<file path="config.mk">
export PLATFORM = sky130hd
export DESIGN_NAME = out_port_fifo
export DESIGN_NICKNAME = d
export VERILOG_FILES = /design/src/rtl/out_port_fifo.sv
export SDC_FILE = /design/constraint.sdc
export NUM_CORES = 1
export LEC_CHECK = 0
export BUFFER_PORTS_ARGS = -buffer_cell sky130_fd_sc_hd__buf_2
export CAP_MARGIN = 30
export CORE_UTILIZATION = 52
export CTS_CLUSTER_DIAMETER = 100
export DETAILED_ROUTE_END_ITERATION = 8
export PLACE_DENSITY_LB_ADDON = 0.2
export SLEW_MARGIN = 25
export SYNTH_ARGS = -nofsm -noshare
export SYNTH_HDL_FRONTEND = slang
export SYNTH_SLANG_ARGS = --single-unit
</file>
<file path="constraint.sdc">
create_clock -name clk -period 8.75 [get_ports clk]
set_clock_uncertainty 0.1 [all_clocks]
set_input_delay 1.75 -clock clk [delete_from_list [all_inputs] [get_ports clk]]
set_output_delay 1.75 -clock clk [all_outputs]
set_load 0.02 [all_outputs]
</file>
<file path="src/rtl/out_port_fifo.sv">
// Output-port buffer between the core's OUT strobe and the peripherals.
// Words sit in a circular array and then in a registered output stage. They
// drain over valid/ready with a one-hot port select. A push that arrives while
// every slot is full is dropped, and the sticky ovf bit is raised.
module out_port_fifo #(
  parameter int NUBITS = 32,
  parameter int NUIOOU = 8,
  parameter int FDEPTH = 8,
  parameter int NBOADR = (NUIOOU > 1) ? $clog2(NUIOOU) : 1,
  parameter int NBLVL  = $clog2(FDEPTH + 1) + 1
) (
  input  logic              clk,
  input  logic              rst,
  input  logic              wr_en,
  input  logic [NBOADR-1:0] wr_addr,
  input  logic [NUBITS-1:0] wr_data,
  output logic              out_valid,
  input  logic              out_ready,
  output logic [NBOADR-1:0] out_addr,
  output logic [NUBITS-1:0] out_data,
  output logic [NUIOOU-1:0] out_sel,
  output logic [NBLVL-1:0]  level,
  output logic              empty,
  output logic              full,
  output logic              ovf,
  input  logic              clr_ovf
);

  localparam int PW = $clog2(FDEPTH);
  localparam logic [NBLVL-1:0] CAP = NBLVL'(FDEPTH + 1);

  // Each array entry keeps the port address together with its data word
  logic [NBOADR+NUBITS-1:0] mem [FDEPTH];
  logic [PW-1:0]            wr_ptr;
  logic [PW-1:0]            rd_ptr;
  logic [NBOADR-1:0]        addr_in;
  logic [NBLVL-1:0]         arr_level;
  logic                     pop;
  logic                     push_ok;
  logic                     load_out;
  logic                     arr_empty;
  logic                     push_to_arr;

  // Handshake decode. The array holds every stored word except the one in
  // the output register. A push goes straight to the output register only
  // when that register is free and nothing is queued ahead of the new word.
  always_comb begin
    addr_in     = (NUIOOU == 1) ? '0 : wr_addr;
    pop         = out_valid & out_ready;
    push_ok     = wr_en & ((level < CAP) | pop);
    load_out    = ~out_valid | pop;
    arr_level   = level - NBLVL'(out_valid);
    arr_empty   = (arr_level == '0);
    push_to_arr = push_ok & ~(load_out & arr_empty);
  end

  assign empty = (level == '0);
  assign full  = (level == CAP);

  // The array storage has no reset, because reset discards words through the
  // pointers and the level counter.
  always_ff @(posedge clk) begin
    if (push_to_arr) begin
      mem[wr_ptr] <= {addr_in, wr_data};
    end
  end

  // Load the output stage, advance the pointers, track the level and update the sticky overflow bit
  always_ff @(posedge clk or posedge rst) begin
    if (rst) begin
      out_valid <= 1'b0;
      out_addr  <= '0;
      out_data  <= '0;
      wr_ptr    <= '0;
      rd_ptr    <= '0;
      level     <= '0;
      ovf       <= 1'b0;
    end else begin
      if (load_out) begin
        if (!arr_empty) begin
          {out_addr, out_data} <= mem[rd_ptr];
          rd_ptr               <= rd_ptr + PW'(1);
          out_valid            <= 1'b1;
        end else if (push_ok) begin
          out_addr  <= addr_in;
          out_data  <= wr_data;
          out_valid <= 1'b1;
        end else begin
          out_valid <= 1'b0;
        end
      end
      if (push_to_arr) begin
        wr_ptr <= wr_ptr + PW'(1);
      end
      case ({push_ok, pop})
        2'b10:   level <= level + NBLVL'(1);
        2'b01:   level <= level - NBLVL'(1);
        default: level <= level;
      endcase
      if (wr_en && !push_ok) begin
        ovf <= 1'b1;
      end else if (clr_ovf) begin
        ovf <= 1'b0;
      end
    end
  end

  // One-hot port select. An address with no matching port leaves every bit at zero.
  always_comb begin
    out_sel = '0;
    for (int i = 0; i < NUIOOU; i++) begin
      if (out_valid && (out_addr == NBOADR'(i))) begin
        out_sel[i] = 1'b1;
      end
    end
  end

endmodule

</file>
* After elaboration in Yosys (flattened, before gate mapping) *
Memory sizes are Yosys's and may differ from the RTL's.
Cells that the tools add are included.

cells by class
  equality and inequality tests = 11
  bitwise logic cells = 9
  shift operators = 0
  add/sub/neg operators = 5
  reductions and logical operators = 17
  muxes and demuxes = 19
  divide/modulo/power cells = 0
  order comparisons = 1
  $mul = 0

operators by type and width
  kind                 number
  $mux 32              2
  $mux 1               14
  $eq 3x3->1 const B   4
  $logic_not 5->1      2
  $pmux 5 s2           1
  $logic_and 1x1->1    9
  $add 3x1->3 const B  2
  $eq 3x2->1 const B   2
  $mux 3               2
  $add 5x1->5 const B  1
  $eq 5x4->1 const B   1
  $lt 5x4->1 const B   1
  $sub 5x1->5          1
  $sub 5x1->5 const B  1
  $and 1x1->1          4
  $reduce_and 2->1     2
  $reduce_bool 2->1    2
  $eq 3x1->1 const B   1
  $logic_not 3->1      1
  $not 1->1            3
  $eq 2x1->1 const B   1
  $eq 2x2->1 const B   1
  $ne 2x2->1 const B   1
  $or 1x1->1           2
  $logic_not 1->1      1

word-level totals
  memory bits (writable) = 280
  memory bits (read-only) = 0
  output and inout port bits = 52
  logic and storage cells = 70
  input port bits = 40
  latch bits = 0
  register bits after elaboration = 48
  memories kept = 1

memories
  memory  words  bits a word  read ports  clocked after memory_dff  write ports  RTL line  text
  mem     8      35           1           0                         1            33        logic [NBOADR+NUBITS-1:0] mem [FDEPTH];

* Longest topological paths before layout *
Gate-level depths: netlist of run 1.

  depth in word-level cells = 7
  depth in mapped cells = 9
  gate-level depth less buffers = 9

* Worst setup path before layout of run 1 *
No wires, ideal clock.

  path kind = in2reg
  from = input out_ready
  to = memory mem[0][0] (netlist bit), enable pin
  data arrival time = 4.735 ns
  stages on the path = 5
  path buffers = 0
  setup time = 0.471 ns
  data required time = 8.179 ns
  setup slack = 3.444 ns
  cell sequence = o2bb2ai_2 -> o21ai_2 -> a21oi_2 -> nand2b_1 -> nor3_1

on the way
  cells in the longest elaborated chain, start to end = 7

ends and longest elaborated chain
  what                              RTL line  text
  start, declared                   18        input logic out_ready,
  $and 1x1->1 (*)                   49        pop = out_valid & out_ready;
  $or 1x1->1                        51        load_out = ~out_valid | pop;
  $and 1x1->1                       54        push_to_arr = push_ok & ~(load_out & arr_empty);
  $not 1->1                         54
  $and 1x1->1 (*)                   54
  $mux 1 (*)                        63        if (push_to_arr) begin
  $mux 1 (implied by the code) (*)  64        mem[wr_ptr] <= {addr_in, wr_data};
  end, declared                     33

Every way passes the cells marked *; elsewhere a longest branch is shown, timed or not.

* Worst setup path after layout of run 1 *
  from = input out_ready
  to = memory mem[2][10] (netlist bit), enable pin

Same word-level chain as after synthesis.

==> impl_table.tex, run 1 <==
\begin{tabular}{lr}
\hline
Metric & Value \\
\hline
\multicolumn{2}{l}{\textbf{Status}} \\
\quad Status & finished clean \\
\multicolumn{2}{l}{\textbf{Timing}} \\
\quad Final setup TNS & 0 ps \\
\quad Final worst-path cycle share & between 40\% and 50\% \\
\quad Max-slew headroom & 42.5\% \\
\quad Final hold viol count & 0 \\
\quad Final setup slack of the worst path & 5030 ps \\
\quad Actual transition at the worst max-transition pin & 863 ps \\
\quad Achievable clock frequency & 0.269 GHz \\
\quad Setup violation total in the final timing report & 0 \\
\quad Setup repair after global routing missed its margin & false \\
\quad Time the worst path needs with I/O delays and setup & 3720 ps \\
\quad Count of final max-slew check failures & 0 \\
\multicolumn{2}{l}{\textbf{Floorplan}} \\
\quad Top Ports & 92 \\
\quad Die width & between 150 and 200 um \\
\quad Core area & around 25000 sq um \\
\quad Floorplan die height & approximately 160 um \\
\quad Floorplan die area & about 26000 sq um \\
\quad Effective utilization at floorplan & a little over half \\
\quad Number of standard-cell rows in the floorplan & 57 \\
\multicolumn{2}{l}{\textbf{Cells and area}} \\
\quad Antenna diode count & 0 \\
\quad NumNets Final & 847 \\
\quad Layout cell share with drive strength beyond 1 & 29.2\% \\
\quad Multi-input combinational cell area & 3260 sq um \\
\quad Area of all sequential standard cells & 9620 sq um \\
\quad Area growth from synthesis to layout & 15.0\% \\
\quad Fillers & around 1800 \\
\multicolumn{2}{l}{\textbf{Critical path}} \\
\quad Worst endpoint data arrival time & between 3000 and 4000 ps \\
\quad Critical path cell sequence & buf\_2 > o2bb2ai\_2 > o21ai\_2 > a21oi\_2 > nand2b\_1 > nor2\_4 > buf\_4 \\
\quad Start-to-end type of the worst setup path & input pin to flop \\
\quad Largest stage delay on the critical path & 640 ps \\
\quad Cell with the biggest individual delay on the critical path & sky130\_fd\_sc\_hd\_\_nor2\_4 \\
\quad Type of element launching the critical path & input pin \\
\quad Critical path origin & out\_ready \\
\quad Largest fanout on the critical path & 19 \\
\quad Endpoint type of the worst setup path & flop \\
\quad Reg-to-reg startpoint & level[0]\$\_DFFE\_PP0P\_ \\
\quad Cell class contributing the biggest share of worst-path delay & simple AND/OR/NAND/NOR gates \\
\quad Total buffers and inverters traversed by the critical path & 2 \\
\quad Data required, critical path & roughly 9000 ps \\
\multicolumn{2}{l}{\textbf{Power}} \\
\quad Lkg Pwr & approximately 5.4 nW \\
\quad Ratio of total power to cell area & roughly 330 nW/um\^{}2 \\
\quad Highest ir drop seen on vdd & 0.206 mV \\
\multicolumn{2}{l}{\textbf{Global route}} \\
\quad Total global routing track utilization & 20.5\% \\
\quad Maximum number of pins on one net before global-route repair & 64 \\
\quad First-pass GRT wire length & 40200 um \\
\quad Total congestion overflow after global routing & 0 \\
\quad Via count of the first global-routing pass & 7148 \\
\quad Number of antenna violations at the first check in global routing & 1 \\
\multicolumn{2}{l}{\textbf{Worst hold path}} \\
\quad Launch point of the worst hold path & out\_data[23]\$\_DFFE\_PP0P\_ \\
\quad Worst hold path class & flop to flop \\
\multicolumn{2}{l}{\textbf{Synthesis}} \\
\quad Share of the synthesized area in the top cell type & about 64\% \\
\quad Dominant cell type by area after synthesis & sky130\_fd\_sc\_hd\_\_edfxtp\_1 \\
\quad Most area-consuming cells after synthesis & sky130\_fd\_sc\_hd\_\_edfxtp\_1 (64\%), sky130\_fd\_sc\_hd\_\_mux4\_2 (10\%), sky130\_fd\_sc\_hd\_\_dfrtp\_1 (9.2\%), sky130\_fd\_sc\_hd\_\_mux2i\_1 (2.9\%), sky130\_fd\_sc\_hd\_\_mux4\_1 (2.4\%) \\
\quad Cell variety after synth & 40 \\
\quad Synthesized cell area & 13100 sq um \\
\quad Asr flop ratio synth & 14.6\% \\
\quad Synthesized-area fraction occupied by ao, oa, aoi and oai cells & 3.80\% \\
\quad Number of synthesized register bits & 328 \\
\quad Fraction of synthesized cell area in xor and xnor cells & 0.535\% \\
\quad Part of the Yosys area used for sequential elements & 73.3\% \\
\quad Gate count after technology mapping & 687 \\
\quad Simple-gate portion of the synthesized area & under 10\% \\
\quad Synth Warn \# & 0 \\
\quad Number of nets produced by synthesis & between 700 and 800 \\
\quad Mean post-synth cell area & $\sim$19 sq um \\
\quad Multiplexer share of the synthesized area & 15.7\% \\
\quad Post-synthesis adder-cell area fraction & less than 1\% \\
\quad Number of enable flip-flop cells after synthesis & 280 \\
\quad Largest family of logic cells by synthesized area & multiplexers \\
\quad Ys flop type & sky130\_fd\_sc\_hd\_\_edfxtp\_1 \\
\multicolumn{2}{l}{\textbf{Clock tree}} \\
\quad Post-CTS repair timing setup buffer count & 0 \\
\quad Clock Path Buffers & 3 \\
\quad Clock latency on the worst-skew pair & 500 ps \\
\quad Post-cts hold buffer count & 0 \\
\quad Buffer cell driving the clock tree root & sky130\_fd\_sc\_hd\_\_clkbuf\_16 \\
\quad CTS tree & done \\
\quad Total clock sinks & $\sim$330 \\
\quad Level count of the clock H-tree & 2 \\
\quad Count of cells resized by post-cts repair & 0 \\
\quad Clk pin slew, worst setup/hold paths & 60 ps \\
\quad CTS Buf Count & 35 \\
\multicolumn{2}{l}{\textbf{Routing}} \\
\quad DR iter-0 viols & 421 \\
\quad Number of detailed-routing iterations run before antenna repair & 4 \\
\quad Post-detailed-route DRC marker count & 0 \\
\quad Average wire per standard cell & $\sim$22 um \\
\quad Antenna-violating nets left & 0 \\
\quad Routed vias & $\sim$6500 \\
\quad Overall routed net length & 24900 um \\
\quad Detail-routed via count per cell & 5.68 \\
\multicolumn{2}{l}{\textbf{Place}} \\
\quad DP HPWL & 14900 um \\
\quad Final RePlAce weighted congestion & 0.729 \\
\quad Total of buffers placed on input and output ports & 91 \\
\quad Pre-CTS setup slack & around 4500 ps \\
\multicolumn{2}{l}{\textbf{Flow run}} \\
\quad Max cap viols & 0 \\
\hline
\end{tabular}
cell usage after synthesis, types with 5 or more instances:
master,instances
sky130_fd_sc_hd__mux2i_1,38
sky130_fd_sc_hd__dfrtp_1,48
sky130_fd_sc_hd__buf_6,13
sky130_fd_sc_hd__mux4_1,12
sky130_fd_sc_hd__o21ai_1,28
sky130_fd_sc_hd__nand2b_1,8
sky130_fd_sc_hd__nor2_1,15
sky130_fd_sc_hd__nand2_1,66
sky130_fd_sc_hd__xnor2_1,5
sky130_fd_sc_hd__o21ai_0,29
sky130_fd_sc_hd__inv_1,6
sky130_fd_sc_hd__buf_2,13
sky130_fd_sc_hd__a21oi_1,18
sky130_fd_sc_hd__edfxtp_1,280
sky130_fd_sc_hd__ha_1,6
sky130_fd_sc_hd__mux4_2,58
sky130_fd_sc_hd__a21o_1,8
worst paths after layout:
path | to | slack, ps | cells after the start
min in group asynchronous | out_data[27]$_DFFE_PP0P_ | 1350 | 3
worst min register to register | out_data[23]$_DFFE_PP0P_ | 370 | 1
worst min-delay path | out_data[23]$_DFFE_PP0P_ | 370 | 1
max in group asynchronous | rd_ptr[1]$_DFFE_PP0P_ | 6680 | 3
worst max register to register | mem[2][10]$_DFFE_PP_ | 5410 | 8
worst max-delay path | mem[2][10]$_DFFE_PP_ | 5030 | 7
flip-flops by register name, summed over array words and instances, names as in the netlist:
name	cells
ovf	1
out_valid	1
out_addr	3
level	5
out_data	32
mem	280
rd_ptr	3
wr_ptr	3
cell type report:
class / count / share of cell area, %
Tap cell: 324 / 2.69
Clock buffer: 43 / 6.14
Timing Repair Buffer: 110 / 4.98
Multi-Input combinational cell: 319 / 21.6
Clock inverter: 19 / 0.598
Inverter: 6 / 0.149
Sequential cell: 328 / 63.8
worst register-to-register path, delay by kind of cell, from the launching register on:
family,cells,cell delay [ps]
AND/OR/NAND/NOR,3,1150
XOR/XNOR,1,180
buffers and inverters,2,570
AO/OA/AOI/OAI,1,290
adder cells (fa/ha/maj),1,220
flip-flops,1,490
cells by family (layout without fill, tap and decap cells):
| kind of cell | Yosys count | count (layout) |
|---|---|---|
| AND/OR/NAND/NOR | 103 | 103 |
| multiplexers | 112 | 112 |
| XOR/XNOR | 8 | 8 |
| AO/OA/AOI/OAI | 89 | 89 |
| adder cells (fa/ha/maj) | 7 | 7 |
| flip-flops | 328 | 328 |
| buffers and inverters | 40 | 178 |
power breakdown:
part,switching (W),internal (W),total (W)
clock network,0.000565,0.000751,0.00132
registers,0.000154,0.00197,0.00212
logic,0.000844,0.000694,0.00154
routing by layer:
layer	wire length [um]	vias to the layer above	track usage [%]
li1	-	2964	-
met1	10800	3380	27.2
met2	12700	133	35.3
met3	952	46	3.18
met4	486	2	5.83
met5	8	-	0
layout by cell type, fill, tap and decap left out, drive strengths merged, types with 2 or more instances in the layout:
master,instances
a21o,8
a21oi,19
buf,110
clkbuf,43
clkinv,18
dfrtp,48
edfxtp,280
ha,6
inv,7
mux2,3
mux2i,39
mux4,70
nand2,66
nand2b,8
nand3,3
nor2,16
nor3,4
nor4,2
o21ai,58
xnor2,5
xor2,3
through the flow:
step	utilization, %	area (sq um)	total power, W	std cells	hold slack (ps)
2_1_floorplan	-	13100	0.00328	687	380
3_3_place_gp	56.4	13800	0.00362	1078	358
3_5_place_dp	57.2	14000	0.00371	1086	360
4_1_cts	61.3	15000	0.00502	1148	374
5_1_grt	61.4	15100	0.00524	1149	387
6_report	61.4	15100	0.00497	1149	371
Note: power is estimated with default switching activity, not from simulation.
==> inputs of run 2 (changes only) <==
- clock period: 8.75 -> 3.28 ns (I/O delays scaled with it)
==> impl_table.tex, run 2 (synthesis results as in run 1) <==
\begin{tabular}{lr}
\hline
Metric & Value \\
\hline
\multicolumn{2}{l}{\textbf{Status}} \\
\quad Status & finished clean \\
\multicolumn{2}{l}{\textbf{Global route}} \\
\quad First-pass GRT wire length & 40300 um (+0.21\%) \\
\quad Maximum number of pins on one net before global-route repair & 56 (-13\%) \\
\quad Via count of the first global-routing pass & 7038 (-1.5\%) \\
\quad Total global routing track utilization & 20.7\% (+0.19 points) \\
\quad Total congestion overflow after global routing & 0 (unchanged) \\
\quad Number of antenna violations at the first check in global routing & 0 (-1) \\
\multicolumn{2}{l}{\textbf{Clock tree}} \\
\quad Clock Path Buffers & 3 (unchanged) \\
\quad CTS tree & done \\
\quad Clock latency on the worst-skew pair & 500 ps (about the same) \\
\quad Buffer cell driving the clock tree root & sky130\_fd\_sc\_hd\_\_clkbuf\_16 \\
\quad Level count of the clock H-tree & 2 (unchanged) \\
\quad CTS Buf Count & 34 (-2.9\%) \\
\quad Total clock sinks & 328 (unchanged) \\
\quad Post-cts hold buffer count & 0 (unchanged) \\
\quad Post-CTS repair timing setup buffer count & 0 (unchanged) \\
\quad Clk pin slew, worst setup/hold paths & 60 ps (about the same) \\
\quad Count of cells resized by post-cts repair & 0 (unchanged) \\
\multicolumn{2}{l}{\textbf{Timing}} \\
\quad Count of final max-slew check failures & 0 (unchanged) \\
\quad Setup repair after global routing missed its margin & false \\
\quad Max-slew headroom & 44.2\% (+1.7 points) \\
\quad Achievable clock frequency & 0.346 GHz \\
\quad Final worst-path cycle share & 88.1\% \\
\quad Actual transition at the worst max-transition pin & 838 ps (-25.3 ps) \\
\quad Final setup slack of the worst path & 389 ps (-4640 ps) \\
\quad Setup violation total in the final timing report & 0 (unchanged) \\
\quad Final hold viol count & 0 (unchanged) \\
\quad Time the worst path needs with I/O delays and setup & 2890 ps \\
\multicolumn{2}{l}{\textbf{Routing}} \\
\quad Routed vias & 6605 (+1.2\%) \\
\quad Detail-routed via count per cell & 5.72 (+0.70\%) \\
\quad Antenna-violating nets left & 0 (unchanged) \\
\quad DR iter-0 viols & 348 (-17\%) \\
\quad Post-detailed-route DRC marker count & 0 (unchanged) \\
\quad Average wire per standard cell & 21.9 um (+1.1\%) \\
\quad Overall routed net length & 25400 um (+1.6\%) \\
\quad Number of detailed-routing iterations run before antenna repair & 5 (+1) \\
\multicolumn{2}{l}{\textbf{Critical path}} \\
\quad Largest fanout on the critical path & 16 (-3) \\
\quad Endpoint type of the worst setup path & flop \\
\quad Start-to-end type of the worst setup path & flop to flop \\
\quad Largest stage delay on the critical path & 470 ps (-170 ps) \\
\quad Number of cells on the worst reg-to-reg path & 8 (unchanged) \\
\quad Type of element launching the critical path & flop \\
\quad Cell class contributing the biggest share of worst-path delay & simple AND/OR/NAND/NOR gates \\
\quad Total buffers and inverters traversed by the critical path & 2 (unchanged) \\
\quad Data required, critical path & 3380 ps (-5440 ps) \\
\quad Cell depth of the worst setup path & 8 (+1) \\
\quad Cell with the biggest individual delay on the critical path & sky130\_fd\_sc\_hd\_\_dfrtp\_1 \\
\quad Critical path cell sequence & inv\_1 > ha\_1 > nor4b\_4 > and2\_1 > a21oi\_2 > nand2b\_1 > nor2\_4 > buf\_12 \\
\quad Worst endpoint data arrival time & 2990 ps (-800 ps) \\
\multicolumn{2}{l}{\textbf{Floorplan}} \\
\quad Number of standard-cell rows in the floorplan & 57 (unchanged) \\
\quad Top Ports & 92 (unchanged) \\
\quad Core area & 24500 sq um (unchanged) \\
\quad Floorplan die area & 25800 sq um (unchanged) \\
\quad Die width & 161 um (unchanged) \\
\quad Floorplan die height & 161 um (unchanged) \\
\quad Effective utilization at floorplan & 53.4\% (unchanged) \\
\multicolumn{2}{l}{\textbf{Place}} \\
\quad Area of placed instances & 14100 sq um (+0.21\%) \\
\quad Final RePlAce weighted congestion & 0.784 (+7.6\%) \\
\quad Pre-CTS setup slack & 396 ps (-4080 ps) \\
\quad DP HPWL & 15600 um (+5.1\%) \\
\quad Total of buffers placed on input and output ports & 91 (unchanged) \\
\multicolumn{2}{l}{\textbf{Power}} \\
\quad Proportion of power drawn by combinational gates & 29.0\% (-1.9 points) \\
\quad Clock network power share & 28.2\% (+1.7 points) \\
\quad Lkg Pwr & 5.49 nW (+1.1\%) \\
\quad Highest ir drop seen on vdd & 0.530 mV (+160\%) \\
\quad Switching power share of the total & 30.9\% (-0.57 points) \\
\quad Design Power & 0.0136 W (+170\%) \\
\quad Internal power & 0.00942 W (+180\%) \\
\quad Net switching component of the power & 0.00420 W (+170\%) \\
\quad Sequential Power Share & 42.8\% (+0.2 points) \\
\quad Ratio of total power to cell area & 898 nW/um\^{}2 (+170\%) \\
\multicolumn{2}{l}{\textbf{Flow run}} \\
\quad Max cap viols & 0 (unchanged) \\
\multicolumn{2}{l}{\textbf{Cells and area}} \\
\quad NumNets Final & 855 (+0.94\%) \\
\quad Layout cell share with drive strength beyond 1 & 30.0\% (+0.75 points) \\
\quad Antenna diode count & 0 (unchanged) \\
\quad Most frequent standard cell in the layout excluding fill and tap cells & sky130\_fd\_sc\_hd\_\_edfxtp\_1 \\
\quad Commonest cells after routing, fill and taps aside & sky130\_fd\_sc\_hd\_\_edfxtp\_1 (280), sky130\_fd\_sc\_hd\_\_buf\_2 (91), sky130\_fd\_sc\_hd\_\_nand2\_1 (65), sky130\_fd\_sc\_hd\_\_mux4\_2 (58), sky130\_fd\_sc\_hd\_\_dfrtp\_1 (45) \\
\quad Largest reg by FF count & mem \\
\quad Biggest regs & mem (280), out\_data (32), level (5) \\
\quad Max FFs per register & 280 (unchanged) \\
\quad Area growth from synthesis to layout & 15.7\% \\
\quad Final Instance Area & 15200 sq um (+0.65\%) \\
\multicolumn{2}{l}{\textbf{Worst hold path}} \\
\quad Worst hold path class & input pin to async pin \\
\hline
\end{tabular}
run 2: path summary, 6_finish.rpt:
kind	slack, ps	from	end
worst min-delay path	100	rst	out_data[18]$_DFFE_PP0P_
worst min register to register	370	out_data[23]$_DFFE_PP0P_	out_data[23]$_DFFE_PP0P_
min in group clk	250	clr_ovf	ovf$_DFFE_PP0P_
worst max-delay path	390	level[0]$_DFFE_PP0P_	mem[6][6]$_DFFE_PP_
worst max register to register	390	level[0]$_DFFE_PP0P_	mem[6][6]$_DFFE_PP_
max in group asynchronous	2080	rst	rd_ptr[1]$_DFFE_PP0P_
run 2: per-stage QoR:
stage | hold WS [ps] | setup TNS [ps] | cells | util [%]
final | 96.3 | 0 | 1155 | 61.8
after floorplan | 380 | -104520 | 687 | -
after CTS | 97.0 | 0 | 1155 | 61.8
after detailed placement | 360 | 0 | 1096 | 57.3
after global routing | 109 | 0 | 1155 | 61.8
after global placement | 357 | 0 | 1096 | 57.3
run 2: metal layers:
metal  part of all wire, %  up-vias  track usage (%)  routed length [um]
li1                      -     2979                -                   -
met1                    42     3429             27.3               10500
met2                    52      164             36.1               13300
met3                   4.2       33             2.92                1060
met4                   2.0        0             5.66                 497
met5                     0        -                0                   0
run 2: area by class of cell:
| class | count | area, sq um |
|---|---|---|
| Multi-Input combinational cell | 319 | 3270 |
| Clock inverter | 18 | 213 |
| Clock buffer | 41 | 898 |
| Fill cell | 1765 | 9370 |
| Inverter | 6 | 22.5 |
| Tap cell | 324 | 405 |
| Sequential cell | 328 | 9620 |
| Timing Repair Buffer | 119 | 741 |
run 2: power by group through the flow:
stage          logic, W  clock network (W)  registers [W]
3_3_place_gp    0.00390                  0        0.00588
4_1_cts         0.00403            0.00392        0.00585
3_5_place_dp    0.00401                  0        0.00593
2_1_floorplan   0.00284                  0        0.00592
6_report        0.00396            0.00384        0.00583
5_1_grt         0.00431            0.00406        0.00592
